**config.mk**
```make
export PLATFORM = sky130hd
export DESIGN_NAME = dmem_wait_responder
export DESIGN_NICKNAME = d
export VERILOG_FILES = /design/src/rtl/dmem_pkg.sv /design/src/rtl/dmem_word_ram.sv /design/src/rtl/dmem_wait_responder.sv
export SDC_FILE = /design/constraint.sdc
export NUM_CORES = 2
export LEC_CHECK = 0
export ABC_CLOCK_PERIOD_IN_PS = 7000
export CELL_PAD_IN_SITES_DETAIL_PLACEMENT = 0
export CELL_PAD_IN_SITES_GLOBAL_PLACEMENT = 1
export CORE_AREA = 2 2 506 508
export CTS_BUF_LIST = sky130_fd_sc_hd__clkbuf_8
export DETAILED_ROUTE_END_ITERATION = 10
export DIE_AREA = 0 0 508 510
export PLACE_DENSITY_LB_ADDON = 0.1
export SYNTH_ARGS = -nofsm -noshare
export SYNTH_HDL_FRONTEND = slang
export SYNTH_SLANG_ARGS = --single-unit
```
**constraint.sdc**
```tcl
create_clock -name clk -period 7 [get_ports clk]
set_clock_uncertainty 0.1 [all_clocks]
set_input_delay 1.05 -clock clk [delete_from_list [all_inputs] [get_ports clk]]
set_output_delay 1.05 -clock clk [all_outputs]
set_load 0.01 [all_outputs]
```
**src/rtl/dmem_pkg.sv**
```systemverilog
// rtl/dmem_pkg.sv - shared types, constants and address check for the data-memory responder
package dmem_pkg;

    typedef enum logic [1:0] {
        IDLE = 2'd0,
        WAIT = 2'd1,
        RESP = 2'd2
    } state_t;

    localparam int WORD_ALIGN_BITS = 2;
    localparam int CNT_W           = 4;

    // A byte address is rejected when it is not word aligned or lies beyond the RAM.
    function automatic logic addr_err(input logic [31:0] addr, input int addr_bits);
        return (addr[WORD_ALIGN_BITS-1:0] != '0) ||
               ((addr >> (addr_bits + WORD_ALIGN_BITS)) != 32'd0);
    endfunction

endpackage

```
**src/rtl/dmem_word_ram.sv**
```systemverilog
// rtl/dmem_word_ram.sv - single-port word RAM, synchronous write-first with registered read
module dmem_word_ram #(
    parameter int ADDR_BITS = 6,
    parameter int DATA_W    = 32
) (
    input  logic                 clk,
    input  logic                 we,
    input  logic [ADDR_BITS-1:0] index,
    input  logic [DATA_W-1:0]    wdata,
    output logic [DATA_W-1:0]    rdata
);

    logic [DATA_W-1:0] mem [0:(1<<ADDR_BITS)-1];

    always_ff @(posedge clk) begin
        if (we) begin
            mem[index] <= wdata;
            rdata      <= wdata;
        end else begin
            rdata      <= mem[index];
        end
    end

endmodule

```
**src/rtl/dmem_wait_responder.sv**
```systemverilog
// rtl/dmem_wait_responder.sv - wait-state data-memory responder with ready/err handshake
module dmem_wait_responder
    import dmem_pkg::*;
#(
    parameter int ADDR_BITS = 6,
    parameter int LATENCY   = 2,
    parameter int DATA_W    = 32
) (
    input  logic              clk,
    input  logic              reset,
    input  logic              req,
    input  logic              we,
    input  logic [31:0]       addr,
    input  logic [DATA_W-1:0] wdata,
    output logic [DATA_W-1:0] rdata,
    output logic              ready,
    output logic              err,
    output logic              busy
);

    localparam logic [CNT_W-1:0] LAT = CNT_W'(LATENCY);

    state_t              state;
    logic [CNT_W-1:0]    cnt;
    logic                lat_we;
    logic [31:0]         lat_addr;
    logic [DATA_W-1:0]   lat_wdata;
    logic [DATA_W-1:0]   rdata_hold;
    logic                err_q;

    logic                sel_we;
    logic [31:0]         sel_addr;
    logic [DATA_W-1:0]   sel_wdata;
    logic                sel_err;
    logic                enter_resp;
    logic                ram_we;
    logic [DATA_W-1:0]   ram_rdata;

    // With zero latency the RAM is accessed on the acceptance edge itself, so the
    // live request is used in IDLE and the latched copy everywhere else.
    always_comb begin
        sel_we     = (state == IDLE) ? we    : lat_we;
        sel_addr   = (state == IDLE) ? addr  : lat_addr;
        sel_wdata  = (state == IDLE) ? wdata : lat_wdata;
        sel_err    = addr_err(sel_addr, ADDR_BITS);
        enter_resp = ((state == IDLE) && req && (LAT == '0)) ||
                     ((state == WAIT) && (cnt == CNT_W'(1)));
        ram_we     = enter_resp && sel_we && !sel_err && !reset;
    end

    dmem_word_ram #(
        .ADDR_BITS (ADDR_BITS),
        .DATA_W    (DATA_W)
    ) u_ram (
        .clk   (clk),
        .we    (ram_we),
        .index (sel_addr[ADDR_BITS+1:WORD_ALIGN_BITS]),
        .wdata (sel_wdata),
        .rdata (ram_rdata)
    );

    always_ff @(posedge clk) begin
        if (reset) begin
            state      <= IDLE;
            cnt        <= '0;
            lat_we     <= 1'b0;
            lat_addr   <= '0;
            lat_wdata  <= '0;
            rdata_hold <= '0;
            err_q      <= 1'b0;
        end else begin
            if (enter_resp) begin
                err_q <= sel_err;
            end
            case (state)
                IDLE: begin
                    if (req) begin
                        lat_we    <= we;
                        lat_addr  <= addr;
                        lat_wdata <= wdata;
                        cnt       <= LAT;
                        state     <= (LAT == '0) ? RESP : WAIT;
                    end
                end
                WAIT: begin
                    cnt <= cnt - CNT_W'(1);
                    if (cnt == CNT_W'(1)) begin
                        state <= RESP;
                    end
                end
                RESP: begin
                    rdata_hold <= rdata;
                    state      <= IDLE;
                end
                default: state <= IDLE;
            endcase
        end
    end

    assign rdata = (state == RESP) ? (err_q ? '0 : ram_rdata) : rdata_hold;
    assign ready = (state == RESP);
    assign err   = (state == RESP) && err_q;
    assign busy  = (state != IDLE);

endmodule

```
After elaboration in Yosys (flattened, before gate mapping):

Memory sizes are Yosys's and may differ from the RTL's. A register that Yosys moved wholly into a read port is not among the register bits.
Cells that the tools add are included.
Widths: inputs -> output; s select.

* multiplexer cells: 12
* equal/unequal tests: 5
* reduce and logical (&&, ||, !) cells: 16
* add/subtract/negate cells: 1

Operators by type and width (number)
* $mux 32: 4
* $reduce_bool 32->1: 1
* $pmux 4 s2: 1
* $reduce_and 2->1: 3
* $reduce_bool 2->1: 3
* $logic_and 1x1->1: 5
* $eq 4x1->1 const B: 1
* $mux 2: 2
* $mux 4: 1
* $pmux 2 s2: 1
* $sub 4x1->4 const B: 1
* $mux 1: 3
* $eq 2x1->1 const B: 1
* $eq 2x2->1 const B: 1
* $logic_not 1->1: 2
* $logic_not 2->1: 1
* $ne 2x1->1 const B: 1
* $ne 2x2->1 const B: 1
* $logic_or 1x1->1: 1

* memories: 1
* memory bits (writable): 2048
* output and inout port bits: 35
* input bits: 68
* word-level logic and storage cells: 42
* register bits: 104

Memory list
* u_ram.mem: words 64, bits a word 32, read ports 1, clocked after Yosys merged registers in 1, wr ports 1, RTL line dmem_word_ram.sv:13 `logic [DATA_W-1:0] mem [0:(1<<ADDR_BITS)-1];`

Depth between registers and ports, before layout:

* depth in word-level cells: 9
* depth in mapped cells: 12
* mapped depth without buffers: 8

By module:

Synthesis repeated with hierarchy kept, for this count alone.

* cells, all modules: 3861
* area total of the unflattened synthesis: 82540.4 um^2

By module, submodules not included
* dmem_word_ram: seq. area each 61619.1 um^2, times used 1, cells an instance 3298, area each 77994.8 um^2
* dmem_wait_responder: seq. area each 2082.0 um^2, times used 1, cells an instance 563, area each 4545.6 um^2

Worst setup path after synthesis:

No wires, ideal clock.

* path kind: in2reg
* start: input addr[0]
* end: memory u_ram.mem[11][0] (enable)
* data required time: 6.479 ns
* arrival time: 3.741 ns
* path slack: 2.738 ns
* stages on the path: 6
* path buffers: 0
* setup time: 0.421 ns
* cell sequence: nor4_1 nand4_1 a221o_1 nor3b_1 nand2_1 nor2_1

* cells in the longest elaborated chain, start to end: 8

RTL lines
* from (decl): RTL line dmem_wait_responder.sv:13 `input logic [31:0] addr,`
* $mux 32: RTL line dmem_wait_responder.sv:43 `sel_addr = (state == IDLE) ? addr : lat_addr;`
* $reduce_bool 2->1: RTL line dmem_pkg.sv:15 `return (addr[WORD_ALIGN_BITS-1:0] != '0) ||`
* $logic_or 1x1->1: RTL line dmem_pkg.sv:15
* $logic_not 1->1: RTL line dmem_wait_responder.sv:48 `ram_we = enter_resp && sel_we && !sel_err && !reset;`
* $logic_and 1x1->1 (2 in a row): RTL line dmem_wait_responder.sv:48
* $mux 1: RTL line dmem_word_ram.sv:16 `if (we) begin`
* $mux 1 (implied by the code): RTL line dmem_word_ram.sv:17 `mem[index] <= wdata;`
* to (decl): RTL line dmem_word_ram.sv:13

Every way passes these cells.

==> summary.md <==
| Metric | Value |
|---|---|
| GPL Wtd Cong | 0.790 |
| Reg2reg path depth | 7 |
| Post-layout min period | ~6.5 ns |
| Dpl hpwl | between 150000 and 200000 um |
| Clock transition at path regs | ~0.060 ns |
| Height of the die | 510 um |
| I/O Buffers | 102 |
| Hold Vio Cnt, Final | 0 |
| Initial Util | 32.9% |
| Netlist cell types | 70 |
| Most frequent CP cell | buf_4 |
| LEAKAGE | 31.4 nW |
| Gr ovfl total | 0 |
| CP Capture Type | output port |
| WP data required | slightly below 6 ns |
| Unrepaired setup endpoints after global routing | false |
| GRT Total Usage | 20.9% |
| Commonest non-fill, non-tap cell in the layout | edfxtp_1 |
| CTS tree | yes |
| DRT antenna net count | 0 |
| Mapped Cells | roughly 4.3k |
| Cts repair resizes | 0 |
| Crit path capture | rdata[7] |
| Crit path cell chain | buf_12 > buf_4 > mux2i_1 > a2111oi_1 > buf_4 > a22oi_1 > nand2_1 > clkdlybuf4s50_1 |
| CP max stage cell | a2111oi_1 |
| Antenna violations before repair | 18 |
| Ys flop type | edfxtp_1 |
| Synth Area per Inst | 19.3 um^2 |
| Drt initial violations | 3693 |
| Final setup vio count | 0 |
| Warnings, synthesis | 0 |
| Seq cells post-synth | 2158 |
| Worst R2R End | u_ram.mem[1][27]$_DFFE_PP_ |
| Asr flop ratio synth | 0% |
| Critical path type | reg -> out |
| VDD IR-drop max | around 0.19 mV |
| Layout cells sized above 1 | between 20 and 25% |
| Post-CTS Setup Bufs | 0 |
| Period utilization | 93.1% |
| Die area | 259000 um^2 |
| Final Max Slew Viols | 0 |
| Vias in the first global route | 45.6k |
| Sequential-to-total area share from yosys stat | 76.3% |
| Syn Nets | 4405 |
| CP startpoint kind | register |
| CP arrival | between 5 and 6 ns |
| CTS hold repair buffers | 0 |
| Pwr dens | just under 300 nW/um^2 |
| IO Pins | 103 |
| H-tree level count | 5 |
| Num CTS Buffers | 393 |
| First-pass GRT wire length | 376000 um |
| Pre-Repair DR Iteration Count | 5 |
| Via density | 5.17 |
| Worst Hold Class | in -> reg |
| # clock sinks | 2158 |
| Placed insts | 7782 |
| Result of the run | complete, no violations |
| Die X | 508 um |
| DR vias | 43.8k |
| Max_slew headroom | between 20% and 30% |
| Worst-margin pin slew | 1.19 ns |
| Per-cell routed wire length | 32.1 um |
| Number of flops mapped to enable cells by yosys | 2048 |
| Site Rows | roughly 190 |
| Maximum number of pins on one net before global-route repair | 70 |
| Clock Path Buffers | 4 |
| Nets | a little under 5k |
| Post-route insts no fill | 8471 |
| Fmax | approximately 150 MHz |
| Max-Cap Viols | 0 |
| CP max stage delay | 0.89 ns |
| Reg-to-reg startpoint | state[1]$_SDFFE_PP0P_ |
| Crit path max fanout | 49 |
| Core area | about 250000 um^2 |
| Final wirelength | roughly 270000 um |
| Post-route DRC | 0 |
| Setup_tns | 0 ns |
| Most frequent cells in the layout | edfxtp_1 (2048), mux2i_1 (421), clkbuf_8 (416) |
| Clk_lat worst skew | 1.11 ns |
| Cell Area, Synth | 83500 um^2 |
| Area grow syn2layout | 16.2% |
| Clock root buffer | clkbuf_8 |
| Reg2Reg Setup Slack | 2.24 ns |
-- power by group --
| group | internal [mW] | leakage (nW) | switching [mW] |
|---|---|---|---|
| Sequential | 14.4 | 19.4 | 0.0705 |
| Clock | 5.70 | 4.09 | 5.21 |
| Combinational | 0.878 | 7.90 | 1.83 |
| Total | 21.0 | 31.4 | 7.11 |
-- layout make-up --
class	count	area (um^2)
flip-flops and latches	2158	63700
multi-input cells	1924	19000
diodes	3	7.51
clock inverters	270	1280
well taps	3366	4210
clock buffers	416	5730
inverters	12	47.5
fillers	23300	156000
repair buffers	322	2980
-- flip-flops by register name, summed over array words and instances (netlist names), named ones only --
register    count
cnt             4
err_q           1
lat_addr       32
lat_wdata      32
lat_we          1
rdata_hold     32
state           2
u_ram.mem    2048
-- Yosys cell counts, types with 4 or more instances --
| cell | number | area (um^2) |
|---|---|---|
| mux2i_1 | 421 | 4210 |
| mux2_2 | 60 | 676 |
| a22oi_1 | 157 | 1180 |
| a211oi_1 | 15 | 113 |
| a21oi_1 | 115 | 576 |
| buf_4 | 72 | 541 |
| nor2_1 | 118 | 443 |
| clkbuf_1 | 78 | 293 |
| and2_1 | 16 | 100 |
| a221oi_1 | 4 | 35.0 |
| nand4_1 | 29 | 181 |
| a221o_1 | 4 | 40.0 |
| nand2_1 | 267 | 1000 |
| buf_6 | 23 | 259 |
| buf_2 | 55 | 275 |
| nor3_1 | 39 | 195 |
| nand3b_1 | 11 | 82.6 |
| o22ai_1 | 59 | 369 |
| dfxtp_1 | 110 | 2200 |
| o21ai_0 | 27 | 135 |
| a31oi_1 | 8 | 50.1 |
| buf_1 | 10 | 37.5 |
| nand2b_1 | 13 | 81.3 |
| nor4_1 | 40 | 250 |
| a22o_1 | 13 | 114 |
| mux4_2 | 323 | 7270 |
| inv_1 | 11 | 41.3 |
| edfxtp_1 | 2048 | 61500 |
| nand3_1 | 80 | 400 |
| nor2b_1 | 20 | 125 |
| o21ai_1 | 26 | 130 |
-- worst min-delay path by stage --
| stage | start | end | slack [ns] | cells after the start |
|---|---|---|---|---|
| after floorplan | rdata_hold[0]$_SDFFE_PP0P_ | rdata_hold[0]$_SDFFE_PP0P_ | 0.33 | 2 |
| after global placement | rdata_hold[16]$_SDFFE_PP0P_ | rdata_hold[16]$_SDFFE_PP0P_ | 0.34 | 2 |
| after detailed placement | rdata_hold[16]$_SDFFE_PP0P_ | rdata_hold[16]$_SDFFE_PP0P_ | 0.34 | 2 |
| after CTS | reset | lat_addr[4]$_SDFFE_PP0P_ | 0.18 | 2 |
| after global routing | reset | state[0]$_SDFFE_PP0P_ | 0.25 | 2 |
| final | reset | lat_addr[4]$_SDFFE_PP0P_ | 0.33 | 2 |
-- through the flow --
step                      setup WS, ns  total power, mW  hold slack, ns  util [%]  area, um^2
after global placement            1.55             17.5           0.337      35.5       90000
final                            0.484             28.1           0.333      38.3       97000
after global routing             0.253             29.1           0.250      38.3       97000
after floorplan                   2.74             16.2           0.327         -       83500
after detailed placement          1.54             17.5           0.341      35.5       90000
after CTS                        0.286             28.5           0.181      38.3       97000
-- metal layers --
| layer | part of all wire, % | global-route usage (%) | vias up |
|---|---|---|---|
| met5 | 0.0048 | 0 | - |
| met4 | 2.3 | 5.74 | 2 |
| met3 | 4.4 | 3.34 | 335 |
| met2 | 49 | 35.1 | 1207 |
| met1 | 44 | 28.1 | 23500 |
| li1 | - | - | 18700 |
-- cells by family after synthesis --
family | after synthesis | share of synthesized area (%)
adder cells (fa/ha/maj) | 2 | 0.0300
flip-flops | 2158 | 76.3
buffers and inverters | 253 | 1.78
multiplexers | 804 | 14.6
AO/OA/AOI/OAI | 457 | 3.58
AND/OR/NAND/NOR | 661 | 3.71
-- worst max-delay path, delay by kind of cell (launching register included) --
kind / cells / cell delay [ns]
AO/OA/AOI/OAI: 2 / 0.97
buffers and inverters: 4 / 1.65
flip-flops: 1 / 0.69
multiplexers: 1 / 0.29
AND/OR/NAND/NOR: 1 / 0.51
(Power assumes the default switching activity.)
